===== config.mk =====
export PLATFORM = sky130hd
export DESIGN_NAME = rx_vref_sweep_ctrl_flat
export DESIGN_NICKNAME = d
export VERILOG_FILES = /design/src/rtl/rx_vref_sweep_ctrl_pkg.sv /design/src/rtl/rx_vref_sweep_ctrl_if.sv /design/src/rtl/rx_vref_window_tracker.sv /design/src/rtl/rx_vref_sweep_ctrl.sv /design/src/flat_wrapper.sv
export SDC_FILE = /design/constraint.sdc
export NUM_CORES = 1
export LEC_CHECK = 0
export ABC_AREA = 1
export CAP_MARGIN = 10
export CORE_AREA = 10 10 96 98
export CTS_CLUSTER_SIZE = 16
export DETAILED_ROUTE_END_ITERATION = 7
export DIE_AREA = 0 0 106 108
export PLACE_DENSITY = 0.88
export SLEW_MARGIN = 10
export SYNTH_ARGS = -nofsm -noshare
export SYNTH_HDL_FRONTEND = slang
export SYNTH_SLANG_ARGS = --single-unit

===== constraint.sdc =====
create_clock -name clk -period 4.7 [get_ports clk]
set_clock_uncertainty 0.1 [all_clocks]
set_input_delay 1.41 -clock clk [delete_from_list [all_inputs] [get_ports clk]]
set_output_delay 1.41 -clock clk [all_outputs]
set_load 0.1 [all_outputs]

===== src/rtl/rx_vref_sweep_ctrl_pkg.sv =====
// Shared constants, FSM encoding and lane grading for the RX vref sweep.
// Defaults match the calibration FSMs that drive this block.
package rx_vref_sweep_ctrl_pkg;

  localparam int DEF_NUM_LANES      = 16;
  localparam int DEF_CODE_W         = 4;
  localparam int DEF_CODE_MIN       = 0;
  localparam int DEF_CODE_MAX       = 15;
  localparam int DEF_DEFAULT_CODE   = 8;
  localparam int DEF_SETTLE_CYCLES  = 8;
  localparam int DEF_TIMEOUT_CYCLES = 1024;
  localparam int MAX_LANES          = 64;

  typedef enum logic [2:0] {
    ST_IDLE  = 3'd0,
    ST_APPLY = 3'd1,
    ST_TEST  = 3'd2,
    ST_EVAL  = 3'd3,
    ST_DONE  = 3'd4
  } sweep_state_e;

  // Zero-padded upper lanes are unmasked, so they never fail the reduction.
  function automatic logic lanes_pass(
    input logic [MAX_LANES-1:0] result,
    input logic [MAX_LANES-1:0] mask
  );
    return &(result | ~mask);
  endfunction

endpackage


===== src/rtl/rx_vref_sweep_ctrl_if.sv =====
// Point-test channel between the vref sweep and the lane tester.
interface rx_vref_sweep_ctrl_if #(
  parameter int NUM_LANES = 16
);
  logic                 pt_start;
  logic                 pt_done;
  logic [NUM_LANES-1:0] pt_lanes_result;

  modport master (
    output pt_start,
    input  pt_done,
    input  pt_lanes_result
  );

  modport slave (
    input  pt_start,
    output pt_done,
    output pt_lanes_result
  );
endinterface


===== src/rtl/rx_vref_window_tracker.sv =====
// Tracks the current passing run and the widest run seen so far.
// Ties keep the earlier (lower) window.
module rx_vref_window_tracker
  import rx_vref_sweep_ctrl_pkg::*;
#(
  parameter int CODE_W = DEF_CODE_W
) (
  input  logic              clk,
  input  logic              rst,
  input  logic              clear,
  input  logic              update,
  input  logic              pass,
  input  logic [CODE_W-1:0] code,
  output logic [CODE_W-1:0] best_lo,
  output logic [CODE_W-1:0] best_hi,
  output logic [CODE_W:0]   best_len,
  output logic [CODE_W-1:0] centre
);

  localparam logic [CODE_W:0]   LEN_ONE  = {{CODE_W{1'b0}}, 1'b1};
  localparam logic [CODE_W-1:0] CODE_ONE = {{(CODE_W-1){1'b0}}, 1'b1};

  logic [CODE_W-1:0] run_start_q, run_start_d;
  logic [CODE_W-1:0] best_start_q, best_start_d;
  logic [CODE_W:0]   run_len_q, run_len_d;
  logic [CODE_W:0]   best_len_q, best_len_d;
  logic [CODE_W-1:0] len_m1;

  always_comb begin
    run_start_d  = run_start_q;
    run_len_d    = run_len_q;
    best_start_d = best_start_q;
    best_len_d   = best_len_q;
    if (clear) begin
      run_start_d  = '0;
      run_len_d    = '0;
      best_start_d = '0;
      best_len_d   = '0;
    end else if (update) begin
      if (pass) begin
        if (run_len_q == '0) run_start_d = code;
        run_len_d = run_len_q + LEN_ONE;
      end else begin
        run_len_d = '0;
      end
      if (run_len_d > best_len_q) begin
        best_start_d = run_start_d;
        best_len_d   = run_len_d;
      end
    end
  end

  always_ff @(posedge clk or posedge rst) begin
    if (rst) begin
      run_start_q  <= '0;
      run_len_q    <= '0;
      best_start_q <= '0;
      best_len_q   <= '0;
    end else begin
      run_start_q  <= run_start_d;
      run_len_q    <= run_len_d;
      best_start_q <= best_start_d;
      best_len_q   <= best_len_d;
    end
  end

  // len-1 fits CODE_W bits for any non-empty window, so modular math is exact.
  assign len_m1   = best_len_q[CODE_W-1:0] - CODE_ONE;
  assign best_lo  = best_start_q;
  assign best_hi  = best_start_q + len_m1;
  assign centre   = best_start_q + (len_m1 >> 1);
  assign best_len = best_len_q;

endmodule


===== src/rtl/rx_vref_sweep_ctrl.sv =====
// RX vref sweep sequencer: steps codes, runs a point test per code,
// then programs the centre of the widest passing window.
module rx_vref_sweep_ctrl
  import rx_vref_sweep_ctrl_pkg::*;
#(
  parameter int NUM_LANES      = DEF_NUM_LANES,
  parameter int CODE_W         = DEF_CODE_W,
  parameter int CODE_MIN       = DEF_CODE_MIN,
  parameter int CODE_MAX       = DEF_CODE_MAX,
  parameter int DEFAULT_CODE   = DEF_DEFAULT_CODE,
  parameter int SETTLE_CYCLES  = DEF_SETTLE_CYCLES,
  parameter int TIMEOUT_CYCLES = DEF_TIMEOUT_CYCLES
) (
  input  logic                 clk,
  input  logic                 rst,
  input  logic                 i_sweep_en,
  input  logic [NUM_LANES-1:0] i_lane_mask,
  rx_vref_sweep_ctrl_if.master pt,
  output logic [CODE_W-1:0]    o_vref_code,
  output logic                 o_sweep_done,
  output logic                 o_sweep_pass,
  output logic [CODE_W-1:0]    o_best_lo,
  output logic [CODE_W-1:0]    o_best_hi,
  output logic                 o_timeout_err
);

  localparam int SET_W = $clog2(SETTLE_CYCLES + 1);
  localparam int TO_W  = $clog2(TIMEOUT_CYCLES + 1);

  localparam logic [SET_W-1:0]  SETTLE_LAST = SET_W'(SETTLE_CYCLES - 1);
  localparam logic [SET_W-1:0]  SET_ONE     = SET_W'(1);
  localparam logic [TO_W-1:0]   TO_LAST     = TO_W'(TIMEOUT_CYCLES - 1);
  localparam logic [TO_W-1:0]   TO_ONE      = TO_W'(1);
  localparam logic [CODE_W-1:0] C_MIN       = CODE_W'(CODE_MIN);
  localparam logic [CODE_W-1:0] C_MAX       = CODE_W'(CODE_MAX);
  localparam logic [CODE_W-1:0] C_DEF       = CODE_W'(DEFAULT_CODE);
  localparam logic [CODE_W-1:0] C_ONE       = CODE_W'(1);

  sweep_state_e         state_q, state_d;
  logic [CODE_W-1:0]    code_q, code_d;
  logic [NUM_LANES-1:0] mask_q, mask_d;
  logic [SET_W-1:0]     settle_q, settle_d;
  logic [TO_W-1:0]      tmo_q, tmo_d;
  logic                 pass_q, pass_d;
  logic                 pt_start_q, pt_start_d;
  logic [CODE_W-1:0]    vref_q, vref_d;
  logic                 done_q, done_d;
  logic                 spass_q, spass_d;
  logic [CODE_W-1:0]    lo_q, lo_d;
  logic [CODE_W-1:0]    hi_q, hi_d;
  logic                 terr_q, terr_d;

  logic                 trk_clear;
  logic                 trk_update;
  logic [CODE_W-1:0]    trk_lo;
  logic [CODE_W-1:0]    trk_hi;
  logic [CODE_W:0]      trk_len;
  logic [CODE_W-1:0]    trk_centre;

  rx_vref_window_tracker #(
    .CODE_W (CODE_W)
  ) u_tracker (
    .clk      (clk),
    .rst      (rst),
    .clear    (trk_clear),
    .update   (trk_update),
    .pass     (pass_q),
    .code     (code_q),
    .best_lo  (trk_lo),
    .best_hi  (trk_hi),
    .best_len (trk_len),
    .centre   (trk_centre)
  );

  always_comb begin
    state_d    = state_q;
    code_d     = code_q;
    mask_d     = mask_q;
    settle_d   = '0;
    tmo_d      = '0;
    pass_d     = pass_q;
    pt_start_d = 1'b0;
    vref_d     = vref_q;
    done_d     = 1'b0;
    spass_d    = spass_q;
    lo_d       = lo_q;
    hi_d       = hi_q;
    terr_d     = terr_q;
    trk_clear  = 1'b0;
    trk_update = 1'b0;
    unique case (state_q)
      ST_IDLE: begin
        if (i_sweep_en) begin
          state_d   = ST_APPLY;
          code_d    = C_MIN;
          mask_d    = i_lane_mask;
          vref_d    = C_MIN;
          terr_d    = 1'b0;
          spass_d   = 1'b0;
          lo_d      = '0;
          hi_d      = '0;
          trk_clear = 1'b1;
        end
      end
      ST_APPLY: begin
        if (settle_q == SETTLE_LAST) begin
          state_d    = ST_TEST;
          pt_start_d = 1'b1;
        end else begin
          settle_d = settle_q + SET_ONE;
        end
      end
      ST_TEST: begin
        // A done coincident with our own start pulse belongs to no test.
        if (pt.pt_done && !pt_start_q) begin
          pass_d  = lanes_pass(MAX_LANES'(pt.pt_lanes_result),
                               MAX_LANES'(mask_q));
          state_d = ST_EVAL;
        end else if (tmo_q == TO_LAST) begin
          pass_d  = 1'b0;
          terr_d  = 1'b1;
          state_d = ST_EVAL;
        end else begin
          tmo_d = tmo_q + TO_ONE;
        end
      end
      ST_EVAL: begin
        trk_update = 1'b1;
        if (code_q == C_MAX) begin
          state_d = ST_DONE;
        end else begin
          code_d  = code_q + C_ONE;
          vref_d  = code_q + C_ONE;
          state_d = ST_APPLY;
        end
      end
      ST_DONE: begin
        done_d = 1'b1;
        if (trk_len != '0) begin
          spass_d = 1'b1;
          vref_d  = trk_centre;
          lo_d    = trk_lo;
          hi_d    = trk_hi;
        end else begin
          spass_d = 1'b0;
          vref_d  = C_DEF;
          lo_d    = '0;
          hi_d    = '0;
        end
        if (!i_sweep_en) begin
          state_d = ST_IDLE;
          done_d  = 1'b0;
        end
      end
      default: state_d = ST_IDLE;
    endcase
    if (!i_sweep_en && (state_q == ST_APPLY || state_q == ST_TEST ||
                        state_q == ST_EVAL)) begin
      state_d    = ST_IDLE;
      code_d     = code_q;
      pt_start_d = 1'b0;
      vref_d     = C_DEF;
      trk_update = 1'b0;
    end
  end

  always_ff @(posedge clk or posedge rst) begin
    if (rst) begin
      state_q    <= ST_IDLE;
      code_q     <= C_MIN;
      mask_q     <= '0;
      settle_q   <= '0;
      tmo_q      <= '0;
      pass_q     <= 1'b0;
      pt_start_q <= 1'b0;
      vref_q     <= C_DEF;
      done_q     <= 1'b0;
      spass_q    <= 1'b0;
      lo_q       <= '0;
      hi_q       <= '0;
      terr_q     <= 1'b0;
    end else begin
      state_q    <= state_d;
      code_q     <= code_d;
      mask_q     <= mask_d;
      settle_q   <= settle_d;
      tmo_q      <= tmo_d;
      pass_q     <= pass_d;
      pt_start_q <= pt_start_d;
      vref_q     <= vref_d;
      done_q     <= done_d;
      spass_q    <= spass_d;
      lo_q       <= lo_d;
      hi_q       <= hi_d;
      terr_q     <= terr_d;
    end
  end

  assign pt.pt_start   = pt_start_q & i_sweep_en;
  assign o_vref_code   = vref_q;
  assign o_sweep_done  = done_q;
  assign o_sweep_pass  = spass_q;
  assign o_best_lo     = lo_q;
  assign o_best_hi     = hi_q;
  assign o_timeout_err = terr_q;

endmodule

===== src/flat_wrapper.sv =====
// flat-port wrapper written by rule: the top's interface ports become plain ports
module rx_vref_sweep_ctrl_flat import rx_vref_sweep_ctrl_pkg::*;
#(
  parameter int NUM_LANES      = DEF_NUM_LANES,
  parameter int CODE_W         = DEF_CODE_W,
  parameter int CODE_MIN       = DEF_CODE_MIN,
  parameter int CODE_MAX       = DEF_CODE_MAX,
  parameter int DEFAULT_CODE   = DEF_DEFAULT_CODE,
  parameter int SETTLE_CYCLES  = DEF_SETTLE_CYCLES,
  parameter int TIMEOUT_CYCLES = DEF_TIMEOUT_CYCLES
)
  (clk, rst, i_sweep_en, i_lane_mask, o_vref_code, o_sweep_done, o_sweep_pass, o_best_lo, o_best_hi, o_timeout_err, pt_pt_start, pt_pt_done, pt_pt_lanes_result);
  rx_vref_sweep_ctrl_if #(.NUM_LANES(NUM_LANES)) pt_i ();
  input  logic clk;
  input  logic rst;
  input  logic i_sweep_en;
  input  logic [NUM_LANES-1:0] i_lane_mask;
  output logic [CODE_W-1:0] o_vref_code;
  output logic o_sweep_done;
  output logic o_sweep_pass;
  output logic [CODE_W-1:0] o_best_lo;
  output logic [CODE_W-1:0] o_best_hi;
  output logic o_timeout_err;
  output wire logic [$bits(pt_i.pt_start)-1:0] pt_pt_start;
  input wire logic [$bits(pt_i.pt_done)-1:0] pt_pt_done;
  input wire logic [$bits(pt_i.pt_lanes_result)-1:0] pt_pt_lanes_result;
  assign pt_pt_start = pt_i.pt_start;
  assign pt_i.pt_done = pt_pt_done;
  assign pt_i.pt_lanes_result = pt_pt_lanes_result;
  rx_vref_sweep_ctrl #(.NUM_LANES(NUM_LANES), .CODE_W(CODE_W), .CODE_MIN(CODE_MIN), .CODE_MAX(CODE_MAX), .DEFAULT_CODE(DEFAULT_CODE), .SETTLE_CYCLES(SETTLE_CYCLES), .TIMEOUT_CYCLES(TIMEOUT_CYCLES)) u_core (.clk(clk), .rst(rst), .i_sweep_en(i_sweep_en), .i_lane_mask(i_lane_mask), .pt(pt_i), .o_vref_code(o_vref_code), .o_sweep_done(o_sweep_done), .o_sweep_pass(o_sweep_pass), .o_best_lo(o_best_lo), .o_best_hi(o_best_hi), .o_timeout_err(o_timeout_err));
endmodule

==> results by group, run 1 <==
STA
  • Final setup fails: 0
  • Unrepaired setup endpoints after global routing: false
  • Post-route setup TNS: 0 ns
  • Crit share post-route: between 80% and 90%
  • Max Freq: roughly 0.26 GHz
  • Slew headroom: about 34%
  • Worst Tran Pin Value: ~0.98 ns
  • Tmin final: approximately 3.8 ns
  • Final hold violation count: 0
  • Pins over their slew limit: 0

Min path
  • HP Class: register to register

Global routing
  • Grt met3 use: 3.33%
  • GRT Max-Usage Layer: met2
  • Total GRT Usage: 16.3%
  • Vias in the first global route: between 3000 and 4000
  • Largest net degree at the start of global routing: 35
  • First-pass GRT wire length: 15.2 mm
  • Grt ovf: 0
  • Grt met2 use: 29.5%
  • Antenna violations before repair: 0
  • Grt met1 use: 17.8%

Layout
  • Nets: 588
  • Proportion of layout cells with a drive suffix above 1: 11.2%
  • Final instance area: roughly 4800 sq um
  • N_diodes: 0
  • Syn-to-layout area delta: 22.1%
  • Core Util, Final: 64.7%

Route
  • Total wire length: 9.09 mm
  • Via count: about 3300
  • Post-route DRC: 0
  • Pre-antenna DRT Iters: 5
  • Drt via density: 5.23
  • Antenna viol nets, final: 0
  • WL per Instance: 14.2 microns
  • DR iter-0 viols: 163

Place
  • IO buf count: around 50
  • Post-DP HPWL: between 6 and 7 mm
  • Dpl cell area: 4590 sq um
  • RD Place Congestion: between 0.9 and 1

Pwr
  • Peak supply drop: 0.000208 V
  • Leak: 2.35 nW
  • Power Total: 2.09 mW
  • Power per cell area: roughly 430 nW/um^2

Critical path
  • WP buf/inv: 3
  • Worst Path Arrival: 2.27 ns
  • Crit end category: output port
  • Peak per-stage delay on the critical path: approximately 0.51 ns
  • Critical path class: primary input to output port
  • Crit-path leading delay family: buffers and inverters
  • Critical path required time: 3.19 ns
  • Critical Path Fanout Max: 2
  • Worst path cell trace: clkdlybuf4s50_1 -> nand2_1 -> inv_1 -> buf_12
  • CP Launch Type: primary input
  • Slowest CP cell: clkdlybuf4s50_1

Synthesis
  • Unique masters post-synth: 39
  • Number of synthesized register bits: 73
  • Post-synthesis sequential area ratio: 46.4%
  • Share of the synthesized area in the top cell type: between 40% and 50%
  • Synth top area cells: dfrtp_1, nand2_1, ha_1
  • Post-synthesis average cell area: 8.35 sq um
  • Syn_nets: ~530
  • Total of warnings raised by yosys: 0
  • Mapped Cells: about 470
  • Synthesized area: 3940 sq um
  • Area leader, netlist: dfrtp_1

Clock tree
  • H-tree depth: 3
  • Root Driver: clkbuf_8
  • Clk_lat worst skew: 0.36 ns
  • TritonCTS Buffers: 9
  • Max Buffers Root-to-Sink: 2
  • CTS Hold Buffers Added: 0
  • Setup bufs post-CTS: 0
  • Clock transition at path regs: 0.08 ns
  • CTS Sinks: 73
  • CTS tree: done
  • # resized after CTS: 0

Floorplanning
  • Die width: roughly 110 microns
  • Die height: 108 microns
  • Initial Util: 52.9%
  • Row count: 32
  • Core footprint: 7450 sq um
  • Boundary Pins: 52
  • Die footprint: 11400 sq um

Job
  • Max-Cap Viols: 0

Outcome
  • Outcome: finished, final reports clean
## cell usage after synthesis
cell      count
o22ai_1       6
nand3_2       1
o221ai_1      1
dfrtp_1      72
o21ai_1      11
nor3b_2       2
inv_2        10
xor2_1        6
buf_4         1
o21ai_0      34
a211oi_1      1
dfstp_2       1
o211ai_1      1
a31oi_1       2
fa_1          2
nor3_1        3
a21oi_4       1
a21oi_1       7
nand3_4       3
nor3_2        1
nor2_1       39
and3_1        1
a22o_1        4
inv_1        56
clkbuf_2      1
ha_1         18
nand4_1       5
nor2_4        1
nand2_4       6
buf_2         3
nand2_1     122
or2_2         2
nand2_2       6
clkinv_1      1
nand3_1      34
nor2_2        2
a21oi_2       1
nor2_8        2
xnor2_1       2
## cells in the final DEF, fill, tap and decap left out, drive strengths merged, types with 2 or more instances in the layout
| master | n |
|---|---|
| dfrtp | 72 |
| xnor2 | 2 |
| nor3b | 2 |
| nor2 | 44 |
| clkinvlp | 3 |
| a21oi | 9 |
| o21ai | 45 |
| or2 | 2 |
| xor2 | 6 |
| o22ai | 6 |
| bufinv | 2 |
| a22o | 4 |
| clkdlybuf4s50 | 50 |
| a31oi | 2 |
| nor3 | 4 |
| clkbuf | 10 |
| ha | 18 |
| nand2 | 134 |
| clkinv | 2 |
| fa | 2 |
| nand4 | 5 |
| buf | 4 |
| inv | 66 |
| nand3 | 38 |
## report_power, final
part | switching, mW | internal [mW] | total [mW]
logic | 0.439 | 0.248 | 0.687
clock network | 0.249 | 0.314 | 0.563
registers | 0.0875 | 0.755 | 0.842
total | 0.775 | 1.32 | 2.09
## layer usage
metal	wire length [microns]	up-vias
li1	-	1647
met1	3610	1585
met2	4800	87
met3	407	26
met4	283	0
met5	0	-
## cells by family (layout without fill, tap and decap cells)
group,after synthesis,count (layout),share of synthesized area [%]
and+or+nand+nor,230,230,28.1
adders and majority gates,20,20,6.73
DFF,73,73,46.4
xor gates and xnor gates,8,8,1.78
buffers and inverters,72,137,7.08
AOI/OAI and AO/OA,69,69,10.0
## per-stage QoR
| step | cells | hold WS, ns | worst slack, ns |
|---|---|---|---|
| floorplan | 472 | 0.329 | 1.16 |
| global placement | 623 | 0.347 | 0.901 |
| detailed placement | 623 | 0.361 | 0.918 |
| CTS | 639 | 0.373 | 0.906 |
| global route | 639 | 0.380 | 0.884 |
| finish | 639 | 0.375 | 0.922 |
## final timing paths
check	startpoint	endpoint	slack, ns	cells after the start
worst max-delay path	i_sweep_en	pt_pt_start	0.92	4
min in group asynchronous	rst	u_core.u_tracker.run_len_q[3]	1.40	2
worst max register to register	u_core.u_tracker.best_len[0]	u_core.o_vref_code[2]	2.41	10
max in group asynchronous	rst	u_core.o_vref_code[3]	2.30	3
worst min register to register	u_core.settle_q[0]	u_core.settle_q[0]	0.38	1
worst min-delay path	u_core.settle_q[0]	u_core.settle_q[0]	0.38	1
## worst reg2reg max path: stages, from the launching register on
cell and delay (ns):
dfrtp_1 0.41, inv_1 0.17, ha_1 0.26, inv_1 0.13
ha_1 0.20, inv_1 0.06, fa_1 0.37, xor2_1 0.16
o21ai_0 0.21, nand2_1 0.10, nand2_1 0.08
## layout make-up
cell class	instances	area [sq um]
fillers	616	2630
multi-input cells	327	1840
flip-flops and latches	73	1830
repair buffers	54	543
inverters	67	251
clock buffers	10	138
well taps	102	128
clock inverters	6	91.3
## sequential cells by signal, summed over array words and instances (netlist names), 3 cells and up
register	cells
u_core.code_q	4
u_core.mask_q	16
u_core.o_best_hi	4
u_core.o_best_lo	4
u_core.o_vref_code	4
u_core.settle_q	4
u_core.state_q	3
u_core.tmo_q	11
u_core.u_tracker.best_len	5
u_core.u_tracker.best_lo	4
u_core.u_tracker.run_len_q	5
u_core.u_tracker.run_start_q	4
Note: power is estimated with default switching activity, not from simulation.
==> run 2: changes to the inputs <==
==> constraint.sdc (replaced) <==
create_clock -name clk -period 3.5 [get_ports clk]
set_clock_uncertainty 0.1 [all_clocks]
set_input_delay 1.05 -clock clk [delete_from_list [all_inputs] [get_ports clk]]
set_output_delay 1.05 -clock clk [all_outputs]
set_load 0.1 [all_outputs]
==> run 2 against run 1 <==
  * Worst setup slack worse by 0.47 ns
  * Via count is 2.1% lower
  * Sequential share of layout area is 0.30 points higher
  * Core utilization is 0.50 points lower
  * Sequential power is 34% higher
  * Combinational power is 32% higher
==> results by group, run 2 (synthesis results as in run 1) <==
Critical path
  • Slowest CP cell: clkdlybuf4s50_1
  • R2R Setup Slk: 1.23 ns (-1.18 ns)
  • Critical path class: primary input to output port
  • Worst path depth: 4 (unchanged)
  • FF-to-FF Start: u_core.u_tracker.best_len[0]
  • CP Launch Type: primary input
  • WP buf/inv: 3 (unchanged)
  • Crit path to: pt_pt_start
  • Worst path cell trace: clkdlybuf4s50_1 -> nand2_1 -> inv_1 -> buf_12
  • Crit end category: output port
  • Crit-path leading delay family: buffers and inverters
  • Peak per-stage delay on the critical path: 0.51 ns (about the same)
  • Worst Path Arrival: 1.90 ns (-0.37 ns)
  • Critical path required time: 2.35 ns (-0.84 ns)
  • Reg2reg path depth: 10 (unchanged)
  • Critical Path Fanout Max: 2 (unchanged)
  • Worst R2R End: u_core.o_vref_code[3]
  • Crit path from: i_sweep_en

Place
  • IO buf count: 51 (unchanged)
  • Pre-CTS WS: 0.441 ns (-0.477 ns)
  • RD Place Congestion: 0.914 (+1.4%)
  • Post-DP HPWL: 6.77 mm (-1.9%)

STA
  • Final setup fails: 0 (unchanged)
  • Post-route setup TNS: 0 ns (unchanged)
  • Slew headroom: 72.2% (+38 points)
  • Tmin final: slightly above 3 ns
  • Final setup margin: 0.453 ns (-0.469 ns)
  • Max Freq: 0.328 GHz
  • Crit share post-route: 87.0%
  • Pins over their slew limit: 0 (unchanged)
  • Final hold violation count: 0 (unchanged)
  • Worst Tran Pin Value: 0.416 ns (-0.569 ns)
  • Unrepaired setup endpoints after global routing: false

Route
  • Pre-antenna DRT Iters: 4 (-1)
  • Total wire length: 8.59 mm (-5.5%)
  • Post-route DRC: 0 (unchanged)
  • WL per Instance: 13.4 microns (-5.5%)
  • Antenna viol nets, final: 0 (unchanged)
  • Via count: 3274 (-2.1%)
  • DR iter-0 viols: 156 (-4.3%)
  • Drt via density: 5.12 (-2.1%)

Clock tree
  • Setup bufs post-CTS: 0 (unchanged)
  • CTS Sinks: 73 (unchanged)
  • Max Buffers Root-to-Sink: 2 (unchanged)
  • Root Driver: clkbuf_8
  • H-tree depth: 3 (unchanged)
  • TritonCTS Buffers: 9 (unchanged)
  • # resized after CTS: 0 (unchanged)
  • Clock transition at path regs: 0.08 ns (about the same)
  • CTS tree: done
  • CTS Hold Buffers Added: 0 (unchanged)
  • Clk_lat worst skew: 0.35 ns (about the same)

Global routing
  • Grt ovf: 0 (unchanged)
  • Largest net degree at the start of global routing: 39 (+11%)
  • Total GRT Usage: 15.4% (-0.90 points)
  • Vias in the first global route: 3294 (-2.6%)
  • First-pass GRT wire length: 14.6 mm (-4.2%)
  • Antenna violations before repair: 0 (unchanged)

Layout
  • Most flop-heavy register: u_core.mask_q
  • Commonest non-fill, non-tap cell in the layout: nand2_1
  • Syn-to-layout area delta: 21.2%
  • Largest registers: u_core.mask_q x16, u_core.tmo_q x11
  • Proportion of layout cells with a drive suffix above 1: 14.0% (+2.8 points)
  • Nets: 588 (unchanged)
  • Commonest non-fill, non-tap cells in the layout: nand2_1, dfrtp_1, inv_1, nor2_1, clkdlybuf4s50_1
  • Core Util, Final: 64.1% (-0.50 points)
  • Max FFs per register: 16 (unchanged)
  • N_diodes: 0 (unchanged)

Floorplanning
  • Die width: 106 microns (unchanged)
  • Boundary Pins: 52 (unchanged)
  • Core footprint: 7450 sq um (unchanged)
  • Die height: 108 microns (unchanged)
  • Die footprint: 11400 sq um (unchanged)
  • Initial Util: 52.9% (unchanged)
  • Row count: 32 (unchanged)

Pwr
  • Leak: 2.39 nW (+1.8%)
  • Power per cell area: 581 nW/um^2 (+34%)
  • Peak supply drop: 0.000357 V (+72%)

Min path
  • Min-delay src: u_core.settle_q[0]
  • HP Class: register to register

Outcome
  • Outcome: finished, final reports clean

Job
  • Max-Cap Viols: 0 (unchanged)
==> run 2: layout make-up <==
type	count	area, sq um
fillers	624	2670
multi-input cells	327	1840
flip-flops and latches	73	1830
repair buffers	54	518
inverters	67	251
well taps	102	128
clock buffers	9	124
clock inverters	7	92.6
==> run 2: worst min path at each step <==
stage | slack [ns] | end | cells past startpoint
global placement | 0.35 | u_core.settle_q[0] | 1
CTS | 0.37 | u_core.settle_q[0] | 1
global route | 0.38 | u_core.settle_q[0] | 1
floorplan | 0.33 | u_core.settle_q[0] | 1
finish | 0.37 | u_core.settle_q[0] | 1
detailed placement | 0.36 | u_core.settle_q[0] | 1
==> run 2: through the flow <==
stage	cells	cell area [sq um]	total power, mW	hold slack (ns)
after floorplan	472	3940	1.83	0.329
after global placement	623	4560	2.00	0.346
after detailed placement	623	4560	2.06	0.356
after CTS	639	4780	2.79	0.368
after global routing	639	4780	2.97	0.385
final	639	4780	2.78	0.366
==> run 2: worst reg2reg max path, cell delays in order, from the launching register on <==
cell     delay, ns
dfrtp_1       0.38
inv_1         0.12
ha_1          0.23
xnor2_1       0.34
inv_1         0.13
ha_1          0.21
a21oi_1       0.21
nand3_1       0.12
nand3_1       0.10
nand2_1       0.08
a21oi_1       0.18
==> run 2: routing by layer <==
metal,global-route usage (%),part of all wire [%]
met2,27.9,53
met5,0,0
met3,3.51,3.7
met4,5.71,1.6
met1,17.5,42
==> run 2: power by group <==
part	switching [mW]	leakage, nW	internal, mW
sequential	0.118	0.984	1.01
clock	0.332	0.113	0.401
combinational	0.579	1.30	0.331
total	1.03	2.39	1.75
